==> config.mk <==
export PLATFORM = sky130hd
export DESIGN_NAME = wshb_arbiter
export DESIGN_NICKNAME = d
export VERILOG_FILES = /design/src/rtl/video_pkg.sv /design/src/rtl/wshb_mux.sv /design/src/rtl/wshb_arbiter.sv
export SDC_FILE = /design/constraint.sdc
export NUM_CORES = 1
export LEC_CHECK = 0
export CORE_AREA = 2 2 128 130
export DETAILED_ROUTE_END_ITERATION = 7
export DIE_AREA = 0 0 130 132
export PLACE_DENSITY = 0.6
export SLEW_MARGIN = 20
export SYNTH_ARGS = -nofsm -noshare
export SYNTH_HDL_FRONTEND = slang
export SYNTH_SLANG_ARGS = --single-unit
==> constraint.sdc <==
create_clock -name clk -period 1.9 [get_ports clk]
set_input_delay 0.57 -clock clk [delete_from_list [all_inputs] [get_ports clk]]
set_output_delay 0.57 -clock clk [all_outputs]
set_load 0.01 [all_outputs]
==> src/rtl/video_pkg.sv <==
// Shared types and constants for the video datapath Wishbone blocks.
package video_pkg;

  typedef enum logic [1:0] {
    IDLE     = 2'd0,
    GNT_VGA  = 2'd1,
    GNT_MIRE = 2'd2
  } arb_state_t;

  localparam logic [2:0] CTI_CLASSIC = 3'b000;
  localparam logic [2:0] CTI_INCR    = 3'b010;
  localparam logic [2:0] CTI_EOB     = 3'b111;

  // Encoding of the one-bit "most recently granted" register.
  localparam logic PORT_VGA  = 1'b0;
  localparam logic PORT_MIRE = 1'b1;

endpackage

==> src/rtl/wshb_mux.sv <==
// Combinational Wishbone steering: the granted master drives the SDRAM port,
// only the granted master sees ack, read data is broadcast to both.
module wshb_mux
  import video_pkg::*;
(
  input  arb_state_t  state,
  input  logic        force_eob,
  input  logic        vga_cyc,
  input  logic        vga_stb,
  input  logic        vga_we,
  input  logic [31:0] vga_adr,
  input  logic [31:0] vga_dat_ms,
  input  logic [3:0]  vga_sel,
  input  logic [2:0]  vga_cti,
  input  logic [1:0]  vga_bte,
  output logic        vga_ack,
  output logic [31:0] vga_dat_sm,
  input  logic        mire_cyc,
  input  logic        mire_stb,
  input  logic        mire_we,
  input  logic [31:0] mire_adr,
  input  logic [31:0] mire_dat_ms,
  input  logic [3:0]  mire_sel,
  input  logic [2:0]  mire_cti,
  input  logic [1:0]  mire_bte,
  output logic        mire_ack,
  output logic [31:0] mire_dat_sm,
  output logic        sdram_cyc,
  output logic        sdram_stb,
  output logic        sdram_we,
  output logic [31:0] sdram_adr,
  output logic [31:0] sdram_dat_ms,
  output logic [3:0]  sdram_sel,
  output logic [2:0]  sdram_cti,
  output logic [1:0]  sdram_bte,
  input  logic        sdram_ack,
  input  logic [31:0] sdram_dat_sm
);

  assign vga_dat_sm  = sdram_dat_sm;
  assign mire_dat_sm = sdram_dat_sm;

  // Route the granted master to the slave; IDLE parks the bus with cyc/stb low.
  always_comb begin
    sdram_cyc    = 1'b0;
    sdram_stb    = 1'b0;
    sdram_we     = 1'b0;
    sdram_adr    = '0;
    sdram_dat_ms = '0;
    sdram_sel    = '0;
    sdram_cti    = CTI_CLASSIC;
    sdram_bte    = '0;
    vga_ack      = 1'b0;
    mire_ack     = 1'b0;
    case (state)
      GNT_VGA: begin
        sdram_cyc    = vga_cyc;
        sdram_stb    = vga_stb;
        sdram_we     = vga_we;
        sdram_adr    = vga_adr;
        sdram_dat_ms = vga_dat_ms;
        sdram_sel    = vga_sel;
        sdram_cti    = force_eob ? CTI_EOB : vga_cti;
        sdram_bte    = vga_bte;
        vga_ack      = sdram_ack;
      end
      GNT_MIRE: begin
        sdram_cyc    = mire_cyc;
        sdram_stb    = mire_stb;
        sdram_we     = mire_we;
        sdram_adr    = mire_adr;
        sdram_dat_ms = mire_dat_ms;
        sdram_sel    = mire_sel;
        sdram_cti    = force_eob ? CTI_EOB : mire_cti;
        sdram_bte    = mire_bte;
        mire_ack     = sdram_ack;
      end
      default: ;
    endcase
  end

endmodule

==> src/rtl/wshb_arbiter.sv <==
// Two-master Wishbone arbiter (VGA reader, pattern writer) onto one SDRAM port.
// Round-robin on simultaneous requests, bursts capped at MAX_BURST acks when
// the other master is waiting, one IDLE cycle between any two grants.
module wshb_arbiter
  import video_pkg::*;
#(
  parameter int MAX_BURST = 16,
  parameter bit VGA_FIRST = 1'b1
) (
  input  logic        clk,
  input  logic        rst,
  input  logic        vga_cyc,
  input  logic        vga_stb,
  input  logic        vga_we,
  input  logic [31:0] vga_adr,
  input  logic [31:0] vga_dat_ms,
  input  logic [3:0]  vga_sel,
  input  logic [2:0]  vga_cti,
  input  logic [1:0]  vga_bte,
  output logic        vga_ack,
  output logic [31:0] vga_dat_sm,
  input  logic        mire_cyc,
  input  logic        mire_stb,
  input  logic        mire_we,
  input  logic [31:0] mire_adr,
  input  logic [31:0] mire_dat_ms,
  input  logic [3:0]  mire_sel,
  input  logic [2:0]  mire_cti,
  input  logic [1:0]  mire_bte,
  output logic        mire_ack,
  output logic [31:0] mire_dat_sm,
  output logic        sdram_cyc,
  output logic        sdram_stb,
  output logic        sdram_we,
  output logic [31:0] sdram_adr,
  output logic [31:0] sdram_dat_ms,
  output logic [3:0]  sdram_sel,
  output logic [2:0]  sdram_cti,
  output logic [1:0]  sdram_bte,
  input  logic        sdram_ack,
  input  logic [31:0] sdram_dat_sm
);

  localparam int BW = $clog2(MAX_BURST);
  localparam logic [BW-1:0] BEATS_MAX = BW'(MAX_BURST - 1);
  localparam logic LAST_RESET = VGA_FIRST ? PORT_MIRE : PORT_VGA;

  arb_state_t    state;
  arb_state_t    state_next;
  logic          last;
  logic [BW-1:0] beats;
  logic          granted_cyc;
  logic          other_cyc;
  logic          fwd_ack;
  logic          preempt;

  // Request lines of the owner and of the contender, as seen from the current grant.
  always_comb begin
    granted_cyc = 1'b0;
    other_cyc   = 1'b0;
    case (state)
      GNT_VGA: begin
        granted_cyc = vga_cyc;
        other_cyc   = mire_cyc;
      end
      GNT_MIRE: begin
        granted_cyc = mire_cyc;
        other_cyc   = vga_cyc;
      end
      default: ;
    endcase
  end

  assign fwd_ack = sdram_ack && granted_cyc;
  assign preempt = (state != IDLE) && other_cyc && (beats == BEATS_MAX);

  // Next grant: round-robin out of IDLE, release on dropped cyc or on the capped ack.
  always_comb begin
    state_next = state;
    case (state)
      IDLE: begin
        if (vga_cyc && mire_cyc) begin
          state_next = (last == PORT_VGA) ? GNT_MIRE : GNT_VGA;
        end else if (vga_cyc) begin
          state_next = GNT_VGA;
        end else if (mire_cyc) begin
          state_next = GNT_MIRE;
        end
      end
      GNT_VGA, GNT_MIRE: begin
        if (!granted_cyc || (preempt && sdram_ack)) begin
          state_next = IDLE;
        end
      end
      default: state_next = IDLE;
    endcase
  end

  // Grant state, round-robin memory and beat counter; beats stays zero outside a grant.
  always_ff @(posedge clk) begin
    if (rst) begin
      state <= IDLE;
      last  <= LAST_RESET;
      beats <= '0;
    end else begin
      state <= state_next;
      if (state == IDLE && state_next != IDLE) begin
        last <= (state_next == GNT_MIRE) ? PORT_MIRE : PORT_VGA;
      end
      if (state == IDLE || state_next == IDLE) begin
        beats <= '0;
      end else if (fwd_ack && beats != BEATS_MAX) begin
        beats <= beats + 1'b1;
      end
    end
  end

  wshb_mux u_mux (
    .state        (state),
    .force_eob    (preempt),
    .vga_cyc      (vga_cyc),
    .vga_stb      (vga_stb),
    .vga_we       (vga_we),
    .vga_adr      (vga_adr),
    .vga_dat_ms   (vga_dat_ms),
    .vga_sel      (vga_sel),
    .vga_cti      (vga_cti),
    .vga_bte      (vga_bte),
    .vga_ack      (vga_ack),
    .vga_dat_sm   (vga_dat_sm),
    .mire_cyc     (mire_cyc),
    .mire_stb     (mire_stb),
    .mire_we      (mire_we),
    .mire_adr     (mire_adr),
    .mire_dat_ms  (mire_dat_ms),
    .mire_sel     (mire_sel),
    .mire_cti     (mire_cti),
    .mire_bte     (mire_bte),
    .mire_ack     (mire_ack),
    .mire_dat_sm  (mire_dat_sm),
    .sdram_cyc    (sdram_cyc),
    .sdram_stb    (sdram_stb),
    .sdram_we     (sdram_we),
    .sdram_adr    (sdram_adr),
    .sdram_dat_ms (sdram_dat_ms),
    .sdram_sel    (sdram_sel),
    .sdram_cti    (sdram_cti),
    .sdram_bte    (sdram_bte),
    .sdram_ack    (sdram_ack),
    .sdram_dat_sm (sdram_dat_sm)
  );

endmodule
==> run metrics <==
Boundary Pins=~330; post-synthesis simple-gate area fraction=26.9%; Worst-path clk slew=0.04 ns; n_diodes=0; GRT Overall Usage=13.7%; Post-Syn Nets=485; total gr overflow=0; Worst Setup End Kind=primary output; Critical Path Source Type=flop; die height=132 um; Max clock buf depth=2; worst min path class=flop to flop; Post-Synth XOR/XNOR Area=0.407%; met3 wire length=959 um; synthesis-to-finish area growth=164%; Switch Pwr=approximately 1.1 mW; initial core utilization=between 10% and 20%; syn_area_per_cell=7.34 um2; Peak Freq=426 MHz; Primary FF master, synth=dfxtp_1; Final Hold Fails=0; Routed WL per cell=18.8 um; Pint=roughly 1.9 mW; clk_skew=0.00197 ns; routed length on met2=7470 um; CP Cell Sequence=inv_4 -> ha_4 -> a22oi_2 -> or4b_4 -> a21boi_2 -> buf_2; post-route DRC violation count=0; Buf/Inv on CP=2; Reg-to-Reg End=beats[3]; area of the core=15700 um2; worst IR drop on VDD=0.234 mV; Multi-input gate area=between 2000 and 2500 um2; register area=148 um2; power after layout=2.95 mW; Final Critical Period=2.35 ns; final net count=706; Port Buffers=232; sequential share of the synthesized area=6.52%; highest metal used=met4; Slew @ Worst Pin=0.330 ns; Die ar.=17200 um2; wirelength, routed=13700 um; row count=between 40 and 50; Post-DP HPWL=8210 um; synth warn=0; first-pass GRT wire length=18300 um; clk sinks=7; Hold Path End=last; antenna viol nets, final=0; initial antenna violation count=0; Post-synth EDFFs=0; Filler cells=1609; complex-gate fraction of the synthesized area=34.7%; # placed instances=674; FFs w/ async S/R, synth=0%; CTS root buf=clkbuf_16; Crit path largest cell delay=0.53 ns; post-synth cell types=36; violated checks=negative setup slack; CP delay by family, top=simple AND/OR/NAND/NOR gates; critical path class=flop to primary output; WHS Path Cells=2; Initial DRC Count=88; gp weighted congestion=0.838; DRT Pass-1 Iters=4; hold_sp=last; PD cells=520 nW/um2; TritonCTS clock tree=done; Sw Share=between 30 and 40%; largest net degree at the start of global routing=37; R2R depth=10; Syn Inst Count=293; share of power burned in registers=5.9%; Inserted Clock Buffers=3; post-synthesis cell area=2150 um2; Combinational Power Share=between 80 and 90%; Setup-failing EPs final=85; count of pins over their slew limit=0; crit share post-route=124%; Max FO, Critical Path=3; TNS Setup=-21.84 ns; routed vias=3111; Rel. slew slack=between 70% and 80%; CP arrival=1.78 ns; Worst EP required=1.33 ns; adder-cell area share of the yosys netlist=2.91%; leakage=2.11 nW; final setup margin=-0.447 ns; R2R Setup Slk=-0.22 ns; share of post-route cells with drive strength above 1=59.5%; Vias per Instance=roughly 4.3; RSZ-0062 raised after global routing=yes; H-Tree Depth=1; Max-Cap Viols=0; largest family of logic cells by synthesized area=compound AO/OA/AOI/OAI gates; FF+latch count, synth=7; post-route non-filler standard cell count=729; clock power share=approximately an eighth; outcome=finished, violations left; M1 wire length=5090 um; Die X=130 um; FF-to-FF Start=state[0]; pre-CTS setup slack=-1.11 ns; vias in the first global route=around 3200; multiplexer share of the synthesized area=0.931%; slowest cell on the critical path=or4b_4; worst skew pair latency=0.24 ns
## layer usage
| layer | track usage (%) | vias up |
|---|---|---|
| li1 | - | 1443 |
| met1 | 14.6 | 1458 |
| met2 | 27.5 | 187 |
| met3 | 2.56 | 23 |
| met4 | 2.51 | 0 |
| met5 | 0 | - |
## tightest hold or removal path, stage by stage, from the launching register on
cell and delay, ns:
dfxtp_1 0.35, nor2_1 0.07, a2bb2oi_2 0.11
## cell families (layout without fill, tap and decap cells)
group / after synthesis / in the layout
AO/OA/AOI/OAI: 94 / 94
XOR/XNOR: 1 / 1
adder cells (fa/ha/maj): 5 / 5
buffers and inverters: 93 / 313
flip-flops: 7 / 7
multiplexers: 2 / 2
AND/OR/NAND/NOR: 91 / 91
## layout make-up
type | instances | share of cell area, %
clock buffer | 3 | 1.32
inverter | 3 | 0.286
tap | 216 | 4.76
clock inverter | 1 | 0.0881
sequential | 7 | 2.60
timing repair buffer | 306 | 55.3
multi-input combinational | 193 | 35.6
## state kept, by name, indices dropped and copies added (netlist names)
name   count
beats      4
state      2
last       1
## worst max path at each step
stage | startpoint | endpoint | slack [ns] | depth (start not counted)
2_1_floorplan | state[1] | sdram_cti[0] | -0.09 | 6
3_3_place_gp | mire_cyc | sdram_cti[1] | -1.07 | 5
3_5_place_dp | mire_cyc | sdram_cti[2] | -1.11 | 5
4_1_cts | state[1] | sdram_cti[2] | -0.49 | 6
5_1_grt | state[0] | sdram_cti[2] | -0.48 | 6
6_report | state[0] | sdram_cti[2] | -0.45 | 6
## per-stage QoR
stage | area, um2 | utilization [%] | hold WS, ns
2_1_floorplan | 2370 | - | 0.495
3_3_place_gp | 4600 | 29.2 | 0.535
3_5_place_dp | 4600 | 29.2 | 0.548
4_1_cts | 5540 | 35.3 | 0.559
5_1_grt | 5680 | 36.1 | 0.591
6_report | 5680 | 36.1 | 0.561
## repair_timing
action,CTS,global route
resized for setup,421,42
cloned,13,7
pin swaps,30,35
setup buffers,24,10
setup endpoints to repair,85,84
hold buffers,0,0
## cell usage in the layout, fill, tap and decap left out, types with 3 or more instances in the layout
cell	netlist	routed
a211oi_2	0	3
a21boi_2	0	3
a22oi_1	76	4
a22oi_2	0	72
buf_12	0	12
buf_16	0	13
buf_2	4	68
buf_4	64	26
buf_6	0	25
clkbuf_16	0	10
clkdlybuf4s50_1	0	149
dfxtp_1	7	5
dlygate4sd2_1	0	4
ha_4	0	3
nand2b_1	4	4
nor2_1	3	3
nor2b_1	72	20
nor2b_2	0	46
nor2b_4	0	6
## cells in the mapped netlist, types with 2 or more instances
| master | n | area [um2] |
|---|---|---|
| clkbuf_1 | 19 | 71.3 |
| dfxtp_1 | 7 | 140 |
| buf_2 | 4 | 20.0 |
| nand3_1 | 2 | 10.0 |
| a22oi_1 | 76 | 571 |
| a21oi_1 | 2 | 10.0 |
| and2_1 | 2 | 12.5 |
| buf_1 | 3 | 11.3 |
| nand2b_1 | 4 | 25.0 |
| nor2_1 | 3 | 11.3 |
| nor2b_1 | 72 | 450 |
| inv_1 | 3 | 11.3 |
| mux2i_1 | 2 | 20.0 |
| ha_1 | 5 | 62.6 |
| a211oi_1 | 3 | 22.5 |
| buf_4 | 64 | 480 |
| a21boi_1 | 3 | 22.5 |
## power by group through the flow
stage	logic [mW]	registers (mW)	clock network, mW
finish	2.41	0.175	0.370
global route	2.54	0.176	0.380
CTS	2.29	0.175	0.376
detailed placement	1.53	0.177	0
global placement	1.51	0.176	0
floorplan	0.901	0.179	0
Power figures use the tool's default switching activity.
